**src/rtl/alu_seq.sv**
```systemverilog
// Sequencing front end for the combinational alu: buffers commands in a FIFO,
// drives each one to the alu for a full clock, then returns result/flags.
module alu_seq #(
  parameter int DEPTH = 4,
  parameter int W     = 4
) (
  input  logic         clk,
  input  logic         rst,
  input  logic         cmd_valid,
  output logic         cmd_ready,
  input  logic [W-1:0] cmd_a,
  input  logic [W-1:0] cmd_b,
  input  logic [2:0]   cmd_s,
  output logic [W-1:0] alu_a,
  output logic [W-1:0] alu_b,
  output logic [2:0]   alu_s,
  input  logic [W-1:0] alu_r,
  input  logic         alu_c,
  input  logic         alu_v,
  output logic         rsp_valid,
  input  logic         rsp_ready,
  output logic [W-1:0] rsp_r,
  output logic         rsp_c,
  output logic         rsp_v,
  output logic [2:0]   rsp_s,
  output logic         rsp_err,
  output logic         busy
);

  localparam int AW = $clog2(DEPTH);
  localparam logic [AW:0] PTR_ONE = 1;

  localparam logic [1:0] IDLE  = 2'd0;
  localparam logic [1:0] DRIVE = 2'd1;
  localparam logic [1:0] RESP  = 2'd2;

  logic [1:0]   state;
  logic [W-1:0] mem_a [DEPTH];
  logic [W-1:0] mem_b [DEPTH];
  logic [2:0]   mem_s [DEPTH];
  logic [AW:0]  wr_ptr, rd_ptr;
  logic         full, empty, push, pop, reserved;

  // Extra wrap bit distinguishes full from empty when the index bits match.
  assign empty = (wr_ptr == rd_ptr);
  assign full  = (wr_ptr[AW] != rd_ptr[AW]) && (wr_ptr[AW-1:0] == rd_ptr[AW-1:0]);

  assign cmd_ready = !full;
  assign push      = cmd_valid && !full;
  assign pop       = !empty && ((state == IDLE) || ((state == RESP) && rsp_ready));
  assign reserved  = alu_s[2] && alu_s[1];

  assign rsp_valid = (state == RESP);
  assign busy      = !empty || (state != IDLE);

  // NOTE: the storage array has no reset; emptiness is defined by the pointers
  // alone, so stale entries are never observable and the array maps to plain RAM.
  always_ff @(posedge clk) begin
    if (push) begin
      mem_a[wr_ptr[AW-1:0]] <= cmd_a;
      mem_b[wr_ptr[AW-1:0]] <= cmd_b;
      mem_s[wr_ptr[AW-1:0]] <= cmd_s;
    end
  end

  always_ff @(posedge clk or posedge rst) begin
    if (rst) begin
      wr_ptr <= '0;
      rd_ptr <= '0;
    end else begin
      if (push) wr_ptr <= wr_ptr + PTR_ONE;
      if (pop)  rd_ptr <= rd_ptr + PTR_ONE;
    end
  end

  // Operand register feeds the alu directly and holds its value outside DRIVE.
  always_ff @(posedge clk or posedge rst) begin
    if (rst) begin
      alu_a <= '0;
      alu_b <= '0;
      alu_s <= '0;
    end else if (pop) begin
      alu_a <= mem_a[rd_ptr[AW-1:0]];
      alu_b <= mem_b[rd_ptr[AW-1:0]];
      alu_s <= mem_s[rd_ptr[AW-1:0]];
    end
  end

  always_ff @(posedge clk or posedge rst) begin
    if (rst) begin
      state   <= IDLE;
      rsp_r   <= '0;
      rsp_c   <= 1'b0;
      rsp_v   <= 1'b0;
      rsp_s   <= '0;
      rsp_err <= 1'b0;
    end else begin
      case (state)
        IDLE: begin
          if (pop) state <= DRIVE;
        end
        DRIVE: begin
          state   <= RESP;
          rsp_s   <= alu_s;
          rsp_err <= reserved;
          rsp_r   <= reserved ? '0 : alu_r;
          rsp_c   <= reserved ? 1'b0 : alu_c;
          rsp_v   <= reserved ? 1'b0 : alu_v;
        end
        RESP: begin
          if (rsp_ready) state <= pop ? DRIVE : IDLE;
        end
        default: state <= IDLE;
      endcase
    end
  end

endmodule

```
**config.mk**
```make
export PLATFORM = sky130hd
export DESIGN_NAME = alu_seq
export DESIGN_NICKNAME = d
export VERILOG_FILES = /design/src/rtl/alu_seq.sv
export SDC_FILE = /design/constraint.sdc
export NUM_CORES = 1
export LEC_CHECK = 0
export CAP_MARGIN = 20
export CORE_UTILIZATION = 56
export CTS_CLUSTER_DIAMETER = 150
export DETAILED_ROUTE_END_ITERATION = 8
export GPL_TIMING_DRIVEN = 1
export PLACE_DENSITY = 0.83
export SYNTH_ARGS = -nofsm -noshare
export SYNTH_HDL_FRONTEND = slang
export SYNTH_SLANG_ARGS = --single-unit
```
**constraint.sdc**
```tcl
create_clock -name clk -period 3.4 [get_ports clk]
set_clock_uncertainty 0.15 [all_clocks]
set_input_delay 0.68 -clock clk [delete_from_list [all_inputs] [get_ports clk]]
set_output_delay 0.68 -clock clk [all_outputs]
set_load 0.01 [all_outputs]
```
==> results of run 1 <==
sequential cells by signal (all words and copies together) (netlist names), 2 cells and up:
| signal | flops |
|---|---|
| mem_a | 16 |
| mem_b | 16 |
| mem_s | 12 |
| alu_a | 4 |
| alu_b | 4 |
| rsp_r | 4 |
| alu_s | 3 |
| rd_ptr | 3 |
| rsp_s | 3 |
| wr_ptr | 3 |
| state | 2 |
cell families after synthesis:
group                      synth area share
DFF                                   0.727
muxes                                 0.153
and+or+nand+nor                      0.0293
AOI/OAI and AO/OA                    0.0333
xor gates and xnor gates             0.0218
buffers and inverters                0.0124
adders and majority gates            0.0222
routing by layer:
| metal | share of wire | vias up | GRT usage |
|---|---|---|---|
| met4 | 0.020 | 0 | 0.0980 |
| met2 | 0.53 | 37 | 0.329 |
| met5 | 0 | - | 0 |
| met3 | 0.047 | 9 | 0.0594 |
| met1 | 0.40 | 741 | 0.234 |
| li1 | - | 669 | - |
cells in the final DEF, fill, tap and decap left out, types with 3 or more instances in the layout:
cell type	netlist	routed
xnor2_1	5	5
dfrtp_1	29	29
ha_1	5	5
nand2_1	4	4
and3_1	4	4
mux2_2	16	16
clkbuf_1	2	4
inv_1	3	3
edfxtp_1	44	44
a22o_1	6	6
clkbuf_8	0	9
clkdlybuf4s50_1	0	44
mux4_2	10	10
worst min path at each step:
stage                           end  slack [ns]  cells past startpoint
after floorplan           wr_ptr[2]        0.31                      1
after global placement      rsp_err        0.31                      2
after detailed placement    rsp_err        0.33                      2
after CTS                   rsp_err        0.35                      2
after global routing      rd_ptr[2]        0.37                      1
final                       rsp_err        0.34                      2
power by group through the flow:
stage | sequential [uW] | clock (uW) | combinational (uW)
final | 1440 | 708 | 1260
after global routing | 1470 | 757 | 1360
after CTS | 1440 | 718 | 1280
after detailed placement | 1460 | 0 | 1280
after global placement | 1440 | 0 | 1230
after floorplan | 1460 | 0 | 782
Yosys cell counts:
master    count  area share
edfxtp_1     44        0.47
dfrtp_1      29        0.26
mux2_2       16       0.064
mux4_2       10       0.080
a22o_1        6       0.019
ha_1          5       0.022
xnor2_1       5       0.016
and3_1        4      0.0089
nand2_1       4      0.0053
inv_1         3      0.0040
clkbuf_1      2      0.0027
nand2b_1      2      0.0044
nor2b_1       2      0.0044
o21ai_0       2      0.0036
xor2_1        2      0.0062
a21oi_1       1      0.0018
a311oi_4      1      0.0093
buf_2         1      0.0018
buf_6         1      0.0040
mux4_1        1      0.0093
nand3b_1      1      0.0027
nand4_1       1      0.0022
nor2_1        1      0.0013
through the flow:
| stage | instances | utilization |
|---|---|---|
| 6_report | 270 | 0.744 |
| 5_1_grt | 270 | 0.744 |
| 4_1_cts | 269 | 0.738 |
| 3_5_place_dp | 253 | 0.696 |
| 3_3_place_gp | 253 | 0.696 |
| 2_1_floorplan | 144 | - |
critical path, cell delays in order (launching register included):
cell             delay (ns)
dfrtp_1                0.60
xnor2_1                0.43
nand3b_1               0.25
clkdlybuf4s50_1        0.55
layout make-up:
cell class,instances,area (um2)
clock inverters,3,65.1
multi-input cells,64,732
well taps,67,83.8
repair buffers,47,483
flip-flops and latches,73,2050
inverters,3,11.3
fillers,291,1220
clock buffers,13,139
==> metrics, run 1 <==
hold path startpoint rsp_err; PortBufs between 40 and 50; die area 5310 um2; initial antenna violation count 0; area grow syn2layout 26.5%; H-tree levels 3; # IOs 45; layout cells sized above 1 0.207; Final WS setup 0.400 ns; worst setup path startpoint rd_ptr[1]; FMAX 0.333 GHz; r2r endpoint mem_b[3][0]; WP data required approximately 2.6 ns; number of global-route vias before repair between 1500 and 2000; clock sink count 73; status finished, final reports clean; Overflow after GRT 0; CTS tree yes; total power 3410 uW; CP Capture Type primary output; Post-Syn Area 2810 um2; sequential fraction of the synthesis area 0.727; fin crit share 0.882; PD cells approximately 960 nW/um2; largest net degree at the start of global routing 30; startpoint types flop; critical path fanouts, max 14; routed via count approximately 1500; Max-slew headroom 0.578; combinational fraction of design power 0.370; Post-DP Area 3330 um2; crit path kind reg -> out; Die Ht between 70 and 80 um; synth warn 0; worst setup path endpoint cmd_ready; Diodes inserted 0; Net Sw Power 1010 uW; Synthesized Nets 170; row cnt 25; Mapped Cells 144; Setup TNS 0 ns; Lkg Pwr ~0.0013 uW; Starting Density 0.588; Syn Area/Cell 19.5 um2; HPWL Detailed roughly 3 mm; Sw Share 0.296; post-DR wirelength/cell 16.8 um; R2R depth 3; clock power share 0.208; Reg2Reg Setup Slack 1.06 ns; fin area 3560 um2; hold_buf cts 0; internal power 2400 uW; library cells used by synthesis 23; number of max-cap violations 0; CTS buffer count 9; fin nets 224; Clock transition at path regs roughly 0.07 ns; GRT Total Usage 0.197; post-route minimum period between 2 and 3 ns; Clock Latency Late Sink ~0.34 ns; crit path DAT 2.17 ns; Flop pwr share 0.422; Final setup viols 0; initial DRC count 66; worst r2r src rd_ptr[1]; drc violations 0; fin. max-slew vios 0; Post-CTS Resized 0; Via density 5.39; worst hold slack 0.337 ns; clk root buf clkbuf_8; DRT Wirelength 4.53 mm; Tightest Hold Check Type reg -> reg; maximum VDD drop 0.541 mV; global-route wire length before repair 7.27 mm; Routed Antenna Nets 0; #FFs+latches synth 73; setup repair bufs after CTS 0; final hold vios 0; Die W 72.9 um; pre-CTS setup slack 0.751 ns; CORE AREA 4790 um2; Least-Margin Pin Slew approximately 0.63 ns; RSZ-0062 raised after global routing false; first-pass detailed-route iteration total 4; CTS Buffer Depth 2; global placement routability congestion 0.697
No activity file was read; power rests on OpenSTA's default activity.
==> run 2: changes to the inputs <==
--- a/config.mk
+++ b/config.mk
@@ -11,6 +11,7 @@
 export DETAILED_ROUTE_END_ITERATION = 8
 export GPL_TIMING_DRIVEN = 1
 export PLACE_DENSITY = 0.83
+export SKIP_LAST_GASP = 1
 export SYNTH_ARGS = -nofsm -noshare
 export SYNTH_HDL_FRONTEND = slang
 export SYNTH_SLANG_ARGS = --single-unit
==> results of run 2 <==
No change in the layout: final DEF, timing and power equal those of run 1.
